[config.mk]
export PLATFORM = sky130hd
export DESIGN_NAME = fir_mac_serial_flat
export DESIGN_NICKNAME = d
export VERILOG_FILES = /design/src/rtl/wavelet_pkg.sv /design/src/rtl/fir_mac_serial_if.sv /design/src/rtl/fir_mac_serial_mac_unit.sv /design/src/rtl/fir_mac_serial.sv /design/src/flat_wrapper.sv
export SDC_FILE = /design/constraint.sdc
export NUM_CORES = 1
export LEC_CHECK = 0
export ABC_AREA = 1
export CAP_MARGIN = 20
export CORE_ASPECT_RATIO = 0.6
export CORE_MARGIN = 1
export CORE_UTILIZATION = 60
export CTS_CLUSTER_DIAMETER = 120
export DETAILED_ROUTE_END_ITERATION = 8
export PLACE_DENSITY_LB_ADDON = 0.1
export SYNTH_ARGS = -nofsm -noshare
export SYNTH_HDL_FRONTEND = slang
export SYNTH_SLANG_ARGS = --single-unit
export TNS_END_PERCENT = 20
[constraint.sdc]
create_clock -name clk -period 10.4 [get_ports clk]
set_input_delay 1.04 -clock clk [delete_from_list [all_inputs] [get_ports clk]]
set_output_delay 1.04 -clock clk [all_outputs]
set_load 0.02 [all_outputs]
[src/rtl/wavelet_pkg.sv]
// Shared FSM state encoding and default width constants for the serial FIR MAC.
package wavelet_pkg;

  localparam int DEF_TOTAL_TAPS   = 9;
  localparam int DEF_BITS_PER_TAP = 8;
  localparam int DEF_COEFF_BITS   = 8;
  localparam int DEF_OUT_BITS     = 16;

  typedef enum logic [1:0] {
    ST_IDLE = 2'd0,
    ST_ACC  = 2'd1,
    ST_DONE = 2'd2
  } fir_state_e;

endpackage : wavelet_pkg

[src/rtl/fir_mac_serial_if.sv]
// Request/result bundle of fir_mac_serial; master drives the tap vector, slave is the filter.
interface fir_mac_serial_if
  import wavelet_pkg::*;
#(
  parameter int TOTAL_TAPS   = DEF_TOTAL_TAPS,
  parameter int BITS_PER_TAP = DEF_BITS_PER_TAP,
  parameter int COEFF_BITS   = DEF_COEFF_BITS,
  parameter int OUT_BITS     = DEF_OUT_BITS
) ();

  logic                                 i_start_calc;
  logic [TOTAL_TAPS*BITS_PER_TAP-1:0]   i_taps;
  logic [TOTAL_TAPS*COEFF_BITS-1:0]     i_coeffs;
  logic signed [OUT_BITS-1:0]           o_result;
  logic                                 o_valid;
  logic                                 o_busy;
  logic                                 o_overrun;

  modport master (
    output i_start_calc, i_taps, i_coeffs,
    input  o_result, o_valid, o_busy, o_overrun
  );

  modport slave (
    input  i_start_calc, i_taps, i_coeffs,
    output o_result, o_valid, o_busy, o_overrun
  );

endinterface : fir_mac_serial_if

[src/rtl/fir_mac_serial_mac_unit.sv]
// Signed multiply-accumulate datapath: one product per enabled cycle, synchronous clear.
module mac_unit #(
  parameter int A_W   = 8,
  parameter int B_W   = 8,
  parameter int ACC_W = 20
) (
  input  logic                    clk,
  input  logic                    rst_n,
  input  logic                    clr_i,
  input  logic                    en_i,
  input  logic signed [A_W-1:0]   a_i,
  input  logic signed [B_W-1:0]   b_i,
  output logic signed [ACC_W-1:0] acc_o
);

  localparam int PROD_W = A_W + B_W;

  logic signed [PROD_W-1:0] prod_s;
  logic signed [ACC_W-1:0]  acc_d;
  logic signed [ACC_W-1:0]  acc_q;

  // Product and next accumulator value; clear wins over enable.
  always_comb begin
    prod_s = PROD_W'(a_i) * PROD_W'(b_i);
    acc_d  = acc_q;
    if (clr_i) begin
      acc_d = '0;
    end else if (en_i) begin
      acc_d = acc_q + ACC_W'(prod_s);
    end else begin
      acc_d = acc_q;
    end
  end

  // Accumulator register.
  always_ff @(posedge clk or negedge rst_n) begin
    if (!rst_n) begin
      acc_q <= '0;
    end else begin
      acc_q <= acc_d;
    end
  end

  assign acc_o = acc_q;

endmodule : mac_unit

[src/rtl/fir_mac_serial.sv]
// Serial FIR: one multiplier walks TOTAL_TAPS products, then formats the sum.
// Define FIR_MAC_SAT_EN to saturate the output instead of wrapping it.
module fir_mac_serial
  import wavelet_pkg::*;
#(
  parameter int TOTAL_TAPS   = DEF_TOTAL_TAPS,
  parameter int BITS_PER_TAP = DEF_BITS_PER_TAP,
  parameter int COEFF_BITS   = DEF_COEFF_BITS,
  parameter int OUT_BITS     = DEF_OUT_BITS
) (
  input  logic             clk,
  input  logic             rst_n,
  fir_mac_serial_if.slave  bus
);

  localparam int PROD_W = BITS_PER_TAP + COEFF_BITS;
  localparam int ACC_W  = PROD_W + $clog2(TOTAL_TAPS);
  localparam int IDX_W  = (TOTAL_TAPS > 1) ? $clog2(TOTAL_TAPS) : 1;

  fir_state_e                          state_q, state_d;
  logic [IDX_W-1:0]                    idx_q, idx_d;
  logic [TOTAL_TAPS*BITS_PER_TAP-1:0]  taps_q;
  logic [TOTAL_TAPS*COEFF_BITS-1:0]    coeffs_q;
  logic signed [OUT_BITS-1:0]          result_q, result_d;
  logic                                valid_q, valid_d;
  logic                                busy_q;
  logic                                overrun_q, overrun_d;

  logic                                snap_s;
  logic                                mac_clr_s;
  logic                                mac_en_s;
  logic signed [BITS_PER_TAP-1:0]      tap_sel_s;
  logic signed [COEFF_BITS-1:0]        coeff_sel_s;
  logic signed [ACC_W-1:0]             acc_s;
  logic signed [OUT_BITS-1:0]          fmt_s;

  assign tap_sel_s   = $signed(taps_q[idx_q*BITS_PER_TAP +: BITS_PER_TAP]);
  assign coeff_sel_s = $signed(coeffs_q[idx_q*COEFF_BITS +: COEFF_BITS]);

  mac_unit #(
    .A_W   (BITS_PER_TAP),
    .B_W   (COEFF_BITS),
    .ACC_W (ACC_W)
  ) u_mac (
    .clk   (clk),
    .rst_n (rst_n),
    .clr_i (mac_clr_s),
    .en_i  (mac_en_s),
    .a_i   (tap_sel_s),
    .b_i   (coeff_sel_s),
    .acc_o (acc_s)
  );

`ifdef FIR_MAC_SAT_EN
  localparam int EXT_W = (ACC_W > OUT_BITS) ? ACC_W : OUT_BITS;
  localparam logic signed [EXT_W-1:0] SAT_MAX =
    {{(EXT_W-OUT_BITS+1){1'b0}}, {(OUT_BITS-1){1'b1}}};
  localparam logic signed [EXT_W-1:0] SAT_MIN =
    {{(EXT_W-OUT_BITS+1){1'b1}}, {(OUT_BITS-1){1'b0}}};

  logic signed [EXT_W-1:0] acc_ext_s;

  // Clamp the full-precision sum into the signed output range.
  always_comb begin
    acc_ext_s = EXT_W'(acc_s);
    if (acc_ext_s > SAT_MAX) begin
      fmt_s = SAT_MAX[OUT_BITS-1:0];
    end else if (acc_ext_s < SAT_MIN) begin
      fmt_s = SAT_MIN[OUT_BITS-1:0];
    end else begin
      fmt_s = acc_ext_s[OUT_BITS-1:0];
    end
  end
`else
  // Two's-complement wrap: keep the low OUT_BITS bits of the sum.
  always_comb begin
    fmt_s = OUT_BITS'(acc_s);
  end
`endif

  // Next state, datapath controls and output strobes.
  always_comb begin
    state_d   = state_q;
    idx_d     = idx_q;
    snap_s    = 1'b0;
    mac_clr_s = 1'b0;
    mac_en_s  = 1'b0;
    valid_d   = 1'b0;
    result_d  = result_q;
    overrun_d = bus.i_start_calc && (state_q != ST_IDLE);
    case (state_q)
      ST_IDLE: begin
        if (bus.i_start_calc) begin
          snap_s    = 1'b1;
          mac_clr_s = 1'b1;
          idx_d     = '0;
          state_d   = ST_ACC;
        end else begin
          state_d   = ST_IDLE;
        end
      end
      ST_ACC: begin
        mac_en_s = 1'b1;
        if (idx_q == IDX_W'(TOTAL_TAPS - 1)) begin
          idx_d   = '0;
          state_d = ST_DONE;
        end else begin
          idx_d   = idx_q + IDX_W'(1);
          state_d = ST_ACC;
        end
      end
      ST_DONE: begin
        result_d = fmt_s;
        valid_d  = 1'b1;
        state_d  = ST_IDLE;
      end
      default: begin
        state_d = ST_IDLE;
        idx_d   = '0;
      end
    endcase
  end

  // Control state and registered outputs.
  always_ff @(posedge clk or negedge rst_n) begin
    if (!rst_n) begin
      state_q   <= ST_IDLE;
      idx_q     <= '0;
      result_q  <= '0;
      valid_q   <= 1'b0;
      busy_q    <= 1'b0;
      overrun_q <= 1'b0;
    end else begin
      state_q   <= state_d;
      idx_q     <= idx_d;
      result_q  <= result_d;
      valid_q   <= valid_d;
      busy_q    <= (state_d != ST_IDLE);
      overrun_q <= overrun_d;
    end
  end

  // Operand snapshot taken on an accepted start, so later input changes cannot disturb it.
  always_ff @(posedge clk or negedge rst_n) begin
    if (!rst_n) begin
      taps_q   <= '0;
      coeffs_q <= '0;
    end else if (snap_s) begin
      taps_q   <= bus.i_taps;
      coeffs_q <= bus.i_coeffs;
    end else begin
      taps_q   <= taps_q;
      coeffs_q <= coeffs_q;
    end
  end

  assign bus.o_result  = result_q;
  assign bus.o_valid   = valid_q;
  assign bus.o_busy    = busy_q;
  assign bus.o_overrun = overrun_q;

endmodule : fir_mac_serial

[src/flat_wrapper.sv]
// flat-port wrapper written by rule: the top's interface ports become plain ports
module fir_mac_serial_flat import wavelet_pkg::*;
#(
  parameter int TOTAL_TAPS   = DEF_TOTAL_TAPS,
  parameter int BITS_PER_TAP = DEF_BITS_PER_TAP,
  parameter int COEFF_BITS   = DEF_COEFF_BITS,
  parameter int OUT_BITS     = DEF_OUT_BITS
)
  (clk, rst_n, bus_i_start_calc, bus_i_taps, bus_i_coeffs, bus_o_result, bus_o_valid, bus_o_busy, bus_o_overrun);
  fir_mac_serial_if #(.TOTAL_TAPS(TOTAL_TAPS), .BITS_PER_TAP(BITS_PER_TAP), .COEFF_BITS(COEFF_BITS), .OUT_BITS(OUT_BITS)) bus_i ();
  input  logic clk;
  input  logic rst_n;
  input wire logic [$bits(bus_i.i_start_calc)-1:0] bus_i_start_calc;
  input wire logic [$bits(bus_i.i_taps)-1:0] bus_i_taps;
  input wire logic [$bits(bus_i.i_coeffs)-1:0] bus_i_coeffs;
  output wire logic [$bits(bus_i.o_result)-1:0] bus_o_result;
  output wire logic [$bits(bus_i.o_valid)-1:0] bus_o_valid;
  output wire logic [$bits(bus_i.o_busy)-1:0] bus_o_busy;
  output wire logic [$bits(bus_i.o_overrun)-1:0] bus_o_overrun;
  assign bus_i.i_start_calc = bus_i_start_calc;
  assign bus_i.i_taps = bus_i_taps;
  assign bus_i.i_coeffs = bus_i_coeffs;
  assign bus_o_result = bus_i.o_result;
  assign bus_o_valid = bus_i.o_valid;
  assign bus_o_busy = bus_i.o_busy;
  assign bus_o_overrun = bus_i.o_overrun;
  fir_mac_serial #(.TOTAL_TAPS(TOTAL_TAPS), .BITS_PER_TAP(BITS_PER_TAP), .COEFF_BITS(COEFF_BITS), .OUT_BITS(OUT_BITS)) u_core (.clk(clk), .rst_n(rst_n), .bus(bus_i));
endmodule
Yosys cells after proc, flatten, opt, wreduce, memory -nomap -nowiden
Index checks and enable logic that the tools add are counted.

storage, ports and cells
  register bits = 189
  bits in latches = 0
  memory bits (writable) = 0
  memory bits (read-only) = 0
  bits of input ports = 147
  output and inout bits = 19
  logic and storage cells = 37
  memories = 0

operators by class
  add/sub/neg operators = 2
  $mul = 1
  div/mod/pow operators = 0
  order comparisons = 0
  equality and inequality tests = 4
  shift operators = 2
  multiplexer cells = 12
  bitwise logic cells = 1
  reductions and logical operators = 6

operators with widths
  kind                                                                    count
  72-bit by 8-bit indexed part select with 8-bit output                   2
  20-bit 2-to-1 mux                                                       2
  20-bit by 16-bit adder with 20-bit output                               1
  8-bit by 8-bit multiplier with 16-bit output                            1
  4-bit one-hot mux with 3 select lines                                   1
  4-bit 2-to-1 mux                                                        2
  2-bit nonzero test                                                      3
  1-bit 2-to-1 mux                                                        5
  4-bit by 1-bit adder with 4-bit output (second input constant)          1
  4-bit equality test (second input constant)                             1
  2-bit one-hot mux with 2 select lines                                   1
  2-bit by 1-bit equality test with 1-bit output (second input constant)  1
  2-bit equality test (second input constant)                             1
  2-bit logical NOT                                                       1
  2-bit 2-to-1 mux                                                        1
  2-bit inequality test (second input constant)                           1
  2-bit AND reduction                                                     1
  1-bit logical AND                                                       1
  1-bit NOT                                                               1

Depth between registers and ports, before layout
Gate-level depths: netlist of run 1.

  word-level depth = 5
  gate-level depth with buffers = 28
  depth with buffers taken out = 27

Modules after synthesis
From an unflattened synthesis of run 1, not the netlist that was laid out.

unflattened totals
  cells, all modules = 1,615
  area total of the unflattened synthesis = 12,553.3 µm²

by module, submodules not included
  module          instances  cells an instance  area an instance (µm²)  sequential area each (µm²)
  fir_mac_serial  1          1,033              7,972.6                 4,229.1
  mac_unit        1          582                4,580.6                 500.5

Worst setup path after synthesis of run 1
Ideal clock, no wire load.

  path type = register to register
  from = reg u_core.idx_q[0]
  to = reg u_core.u_mac.acc_q[14], in the netlist u_core.u_mac.acc_o[14]
  library setup time = 0.126 ns
  arrival time = 4.913 ns
  data required time = 10.274 ns
  setup slack = 5.361 ns
  cell stages (with the launch flop) = 23
  path buffers = 1
  clock period less this slack = 5.039 ns
  cells stage by stage = dfrtp_1 -> inv_2 -> buf_6 -> nor2_1 -> o211ai_1 -> nand3_1 -> o21ai_2 -> inv_2 -> or2_1 -> fa_1 -> fa_1 -> inv_1 -> fa_1 -> fa_1 -> fa_1 -> ha_1 -> a21oi_1 -> o21ai_0 -> nand2_1 -> nand3_1 -> nand2_1 -> nand2_1 -> o22ai_1

between the ends
  word-level cells in the longest chain between the ends = 5
  elaborated cells on any way between the ends = 6
  classes of those cells = add/sub: 1; mul: 1; shift: 2; mux: 2

RTL lines
  element                                                                          line                                        source
  start, declared                                                                  fir_mac_serial.sv:21                        logic [IDX_W-1:0] idx_q, idx_d;
  start signal, assigned                                                           fir_mac_serial.sv:135                       idx_q <= idx_d;
  72-bit by 8-bit indexed part select with 8-bit output, on equally long branches  fir_mac_serial.sv:37, fir_mac_serial.sv:38
  8-bit by 8-bit multiplier with 16-bit output *                                   fir_mac_serial_mac_unit.sv:24               prod_s = PROD_W'(a_i) * PROD_W'(b_i);
  20-bit by 16-bit adder with 20-bit output *                                      fir_mac_serial_mac_unit.sv:29               acc_d = acc_q + ACC_W'(prod_s);
  20-bit 2-to-1 mux *                                                              fir_mac_serial_mac_unit.sv:28               end else if (en_i) begin
  20-bit 2-to-1 mux *                                                              fir_mac_serial_mac_unit.sv:26               if (clr_i) begin
  end signal, assigned                                                             fir_mac_serial_mac_unit.sv:38               acc_q <= '0;
  end signal, assigned                                                             fir_mac_serial_mac_unit.sv:40               acc_q <= acc_d;
  end, declared                                                                    fir_mac_serial_mac_unit.sv:20               logic signed [ACC_W-1:0] acc_q;

Every way passes the cells marked *; elsewhere a longest branch is shown, timed or not. The select of a mux whose other input is x is not followed.
A chain may end at the register's enable or synchronous reset.

Worst setup path in the final report of run 1
Ends and elaborated chain as after synthesis.

==> flow_summary.ini, run 1 <==
[placed_design]
globalplace.congestion = 0.9957
port_buffers = 165
dpl.hpwl_um = 21060
preCtsSetupSlack_ps = 4222

[synth]
syn_nets = 1374
synth-seq-area-share = 0.4110
yosysUniqueCellTypes = 36
netlist_instances = 1117
synth_warnings = 0
synth_edf_count = 0
syn-mean-instance-area_sq_um = 10.08
synth_ff_type = dfrtp_1
synth_seq_cells = 185
syn-cell-area_sq_mm = 0.01126
async_flop_share = 1.000

[setup_path]
ff2ff_path_depth = 21
arrival_ps = 6580
crit_type = reg2reg
max_stage_delay_ps = 560
crit_path_max_fanout = 42
worst-r2r-setup-slack_ps = 4140
cp_slowest_cell = fa_1
crit_chain = inv_2 -> buf_4 -> nand3_2 -> inv_1 -> nand2_1 -> nand2_2 -> nand2_1 -> fa_1 -> fa_1 -> inv_1 -> fa_1 -> fa_1 -> fa_1 -> ha_1 -> a21oi_1 -> o21ai_0 -> nand2_1 -> nand3_1 -> nand2_1 -> nand2_1 -> o22ai_1
r2r_end = u_core.u_mac.acc_o[14]
r2r-start = u_core.idx_q[0]
critPathRequiredTime_ps = 10720
cp-end-kind = flip-flop
cp-start-kind = flip-flop

[clocking]
cts_tree = done
path_clk_slew_ps = 70
clkLatencyLatePin_ps = 450
clock_sinks = 185
htree_levels = 4
cts_hold_buf = 0
numCtsBuffers = 17
post_cts_resized = 0
cts_buffer_depth = 2
cts-root-buf = clkbuf_16
postCtsSetupRepairBufs = 0

[timing]
whs_ps = 471.0
finClkSkew_ps = 12.29
period_minus_slack_ps = 6261
rsz0062_at_grt = false
max-slew-margin-rel = 0.3381
finalMaxSlewViolations = 0
setup_ws_ps = 4139
setup_tns_ps = 0
finalCritPeriodShare = 0.6020
hold_viol = 0
setup_viol = 0
fmax_ghz = 0.1597
worstMarginPinSlew_ps = 992.8

[worst_hold_path]
hold_class = reg2reg
min-delay-start = u_core.bus.o_result[15]
whs_path_depth = 2
holdPathEnd = u_core.bus.o_result[15]

[routing]
totalWireLength_um = 29260
wl_per_cell_um = 19.31
drtPass1Iterations = 5
drtAntennaViolNets = 0
first_iter_violations = 968
drc = 0
via_per_inst = 5.716
vias = 8659

[finish]
finalNetCount = 1519
n_antenna_cell = 0
drive_above_1_share = 0.1749
area.growth.synth_to_final_pct = 21.14

[global_routing]
grt_antenna_before_repair = 0
grt_pass1_vias = 8358
grt_pass1_wl_um = 46060
grt-ovfl-total = 0
track_usage = 0.3242
grt_start_max_net_pins = 103

[die]
start_util = 0.6185
num_rows = 38
coreArea_sq_mm = 0.01821
io_pins = 166
die_area_sq_mm = 0.01934
fp.dieH_um = 108.1
fp.dieW_um = 178.9

[job]
drv_cap = 0

[run_status]
status = finished, final reports clean
[worst max-delay path, delay by kind of cell (launching register included)]
| kind | cells | cell delay [ps] |
|---|---|---|
| fa+ha+maj | 6 | 2960 |
| simple gates | 8 | 1000 |
| buf+inv | 4 | 1220 |
| flops | 1 | 410 |
| compound gates | 3 | 510 |
[sequential cells by signal (all words and copies together) (netlist names)]
| name | flops |
|---|---|
| u_core.bus.o_overrun | 1 |
| u_core.bus.o_result | 16 |
| u_core.idx_q | 4 |
| u_core.u_mac.acc_o | 16 |
| u_core.bus.o_valid | 1 |
| u_core.coeffs_q | 72 |
| u_core.taps_q | 72 |
| u_core.state_q | 2 |
| u_core.bus.o_busy | 1 |
[cell usage after synthesis (all sizes together) (10+ instances only)]
master,count,share of area
a21oi,15,0.0067
buf,40,0.023
dfrtp,185,0.41
fa,71,0.13
ha,39,0.043
inv,155,0.052
mux2,142,0.14
nand2,187,0.067
nand3,27,0.013
nor2,103,0.035
o211ai,13,0.011
o21ai,96,0.043
o221ai,19,0.015
o22ai,10,0.0056
[per-stage QoR]
step                area, sq um  cells  utilization
floorplan                 11260   1117            -
global placement          12990   1482       0.7135
detailed placement        12990   1482       0.7135
CTS                       13620   1514       0.7482
global route              13640   1515       0.7493
finish                    13640   1515       0.7493
[kinds of logic (layout without fill, tap and decap cells)]
group	Yosys count	in the layout	share of synthesized area
simple gates	322	322	0.1172
fa+ha+maj	110	110	0.1695
mux	142	142	0.1420
flops	185	185	0.4110
compound gates	157	157	0.08376
buf+inv	201	359	0.07654
[metal layers]
layer | up-vias | global-route usage | wire length (um)
li1 | 3921 | - | -
met1 | 4318 | 0.5135 | 14190
met4 | 0 | 0.06961 | 284
met3 | 22 | 0.09599 | 2952
met2 | 398 | 0.4335 | 11840
met5 | - | 0 | 0
[cell usage in the layout (no fill, tap or decap), drive strengths merged, types with 2 or more instances in the layout]
cell type,count
bufinv,3
nand2,187
inv,162
ha,39
clkinvlp,2
nand3,27
nor2,103
clkbuf,20
clkdlybuf4s50,164
o22ai,10
a21oi,15
o211ai,13
dfrtp,185
mux2,142
buf,7
fa,71
o21ai,96
o221ai,19
[worst max-delay path by stage]
stage,startpoint,to,slack (ps)
6_report,u_core.idx_q[0],u_core.u_mac.acc_o[14],4140
5_1_grt,u_core.idx_q[0],u_core.u_mac.acc_o[14],3720
4_1_cts,u_core.idx_q[0],u_core.u_mac.acc_o[14],4190
3_5_place_dp,u_core.idx_q[0],u_core.u_mac.acc_o[14],4220
3_3_place_gp,u_core.idx_q[0],u_core.u_mac.acc_o[14],4300
2_1_floorplan,u_core.idx_q[0],u_core.u_mac.acc_o[14],5360
[area by class of cell]
type / count / area, sq um
Tap cell: 240 / 300.3
Clock buffer: 19 / 452.9
Multi-Input combinational cell: 731 / 5779
Inverter: 155 / 581.8
Timing Repair Buffer: 172 / 1720
Fill cell: 1303 / 4566
Clock inverter: 13 / 178.9
Sequential cell: 185 / 4631
Power of run 1 is not shown: default switching activity piles up to over one toggle a cycle in this logic, so the estimate is an artifact.
==> inputs of run 2 (changes only) <==
- CORE_UTILIZATION: 60 -> 55
- clock period: 10.4 -> 6.2 ns (I/O delays scaled with it)
==> flow_summary.ini, run 2 (synthesis results as in run 1) <==
[die]
fp.dieH_um = 112.9
io_pins = 166
die_area_sq_mm = 0.02107
coreArea_sq_mm = 0.02002
fp.dieW_um = 186.7
start_util = 0.5626
num_rows = 40

[global_routing]
grt_start_max_net_pins = 76
track_usage = 0.2909
grt_antenna_before_repair = 0
grt-ovfl-total = 0
grt_pass1_wl_um = 46430
grt_pass1_vias = 8344

[routing]
drtAntennaViolNets = 0
drtPass1Iterations = 5
wl_per_cell_um = 18.45
via_per_inst = 5.483
drc = 0
vias = 8504
first_iter_violations = 792
totalWireLength_um = 28620

[setup_path]
cp-start-kind = flip-flop
crit_path_end = u_core.u_mac.acc_o[14]
cp_common_cell = fa_1
max_stage_delay_ps = 560
crit_path_max_fanout = 43
worst-r2r-setup-slack_ps = 290
crit_chain = buf_4 -> o21ai_0 -> o221ai_1 -> nand3_1 -> nand2_2 -> nand2_1 -> fa_1 -> fa_1 -> inv_1 -> fa_1 -> fa_1 -> fa_1 -> ha_1 -> a21oi_1 -> o21ai_0 -> nand2_1 -> nand3_1 -> nand2_1 -> nand2_1 -> o22ai_1
critPathRequiredTime_ps = 6520
r2r_end = u_core.u_mac.acc_o[14]
crit_type = reg2reg
ff2ff_path_depth = 20
arrival_ps = 6230
startpoint = u_core.idx_q[1]
r2r-start = u_core.idx_q[1]
cp-end-kind = flip-flop
cp_slowest_cell = fa_1

[finish]
finalNetCount = 1523
design_area_sq_mm = 0.01365
reg_top3 = u_core.coeffs_q (72), u_core.taps_q (72)
fillerInstances = 1555
drive_above_1_share = 0.1753
n_antenna_cell = 0
seqCellArea_sq_mm = 0.004631
area.growth.synth_to_final_pct = 21.23
final_cell_mix = dfrtp_1 (184), nand2_1 (169), clkdlybuf4s50_1 (164)
final_common_cell = dfrtp_1
multi_input_area_sq_mm = 0.005779

[clocking]
clock_sinks = 185
cts_buffer_depth = 2
path_clk_slew_ps = 70
postCtsSetupRepairBufs = 0
cts-root-buf = clkbuf_16
cts_tree = done
clkLatencyLatePin_ps = 440
numCtsBuffers = 17
post_cts_resized = 0
htree_levels = 4
cts_hold_buf = 0

[timing]
finalMaxSlewViolations = 0
period_minus_slack_ps = 5914
finalCritPeriodShare = 0.9539
finClkSkew_ps = 8.383
max-slew-margin-rel = 0.3366
rsz0062_at_grt = false
hold_viol = 0
setup_viol = 0
setup_tns_ps = 0
worstMarginPinSlew_ps = 995.1
fmax_ghz = 0.1691

[placed_design]
dpl_cell_area_sq_mm = 0.01308
port_buffers = 165
globalplace.congestion = 0.9490
dpl.hpwl_um = 21400

[run_status]
status = finished, final reports clean

[job]
drv_cap = 0

[worst_hold_path]
hold_class = in2async
==> run 2: cell types whose count changed in the layout (fill, tap and decap cells not counted), moves of 2 or more <==
cell      change
clkinv_2      +3
inv_8         -2
clkbuf_1      +2
buf_4         +4
inv_6         -3
==> run 2: worst min-delay path by stage <==
stage | from | endpoint | slack [ps] | cells after the start
3_3_place_gp | u_core.bus.o_result[15] | u_core.bus.o_result[15] | 450 | 2
2_1_floorplan | rst_n | u_core.bus.o_busy | 320 | 0
4_1_cts | rst_n | u_core.taps_q[34] | 90 | 1
5_1_grt | rst_n | u_core.taps_q[34] | 120 | 1
3_5_place_dp | u_core.bus.o_result[9] | u_core.bus.o_result[9] | 460 | 2
6_report | rst_n | u_core.taps_q[42] | 100 | 1
==> run 2: layer usage <==
metal  wire length [um]  GRT usage  vias up
met4                153    0.05301        0
li1                   -          -     3933
met1              14840     0.4776     4237
met5                  0          0        -
met2              11290     0.3950      322
met3               2337    0.05800       12
==> run 2: layout make-up <==
| class | instances | area share |
|---|---|---|
| Timing Repair Buffer | 176 | 0.1282 |
| Inverter | 155 | 0.04261 |
| Tap cell | 273 | 0.02502 |
| Clock buffer | 20 | 0.03271 |
| Sequential cell | 185 | 0.3391 |
| Multi-Input combinational cell | 731 | 0.4233 |
| Clock inverter | 11 | 0.009072 |
==> run 2: worst max-delay path: cells and delay by family (launching register included) <==
family	cells	cell delay, ps
compound gates	5	1130
fa+ha+maj	6	3000
buf+inv	2	470
flops	1	360
simple gates	7	830
==> run 2: metrics by stage <==
stage	hold slack, ps	worst slack [ps]	util	cells
5_1_grt	118.9	32.07	0.6821	1551
2_1_floorplan	324.4	1161	-	1117
3_5_place_dp	461.9	496.5	0.6536	1520
4_1_cts	92.90	427.0	0.6821	1551
3_3_place_gp	454.1	533.7	0.6536	1520
6_report	97.26	285.7	0.6821	1551
Power of run 2 is left out for the same reason.
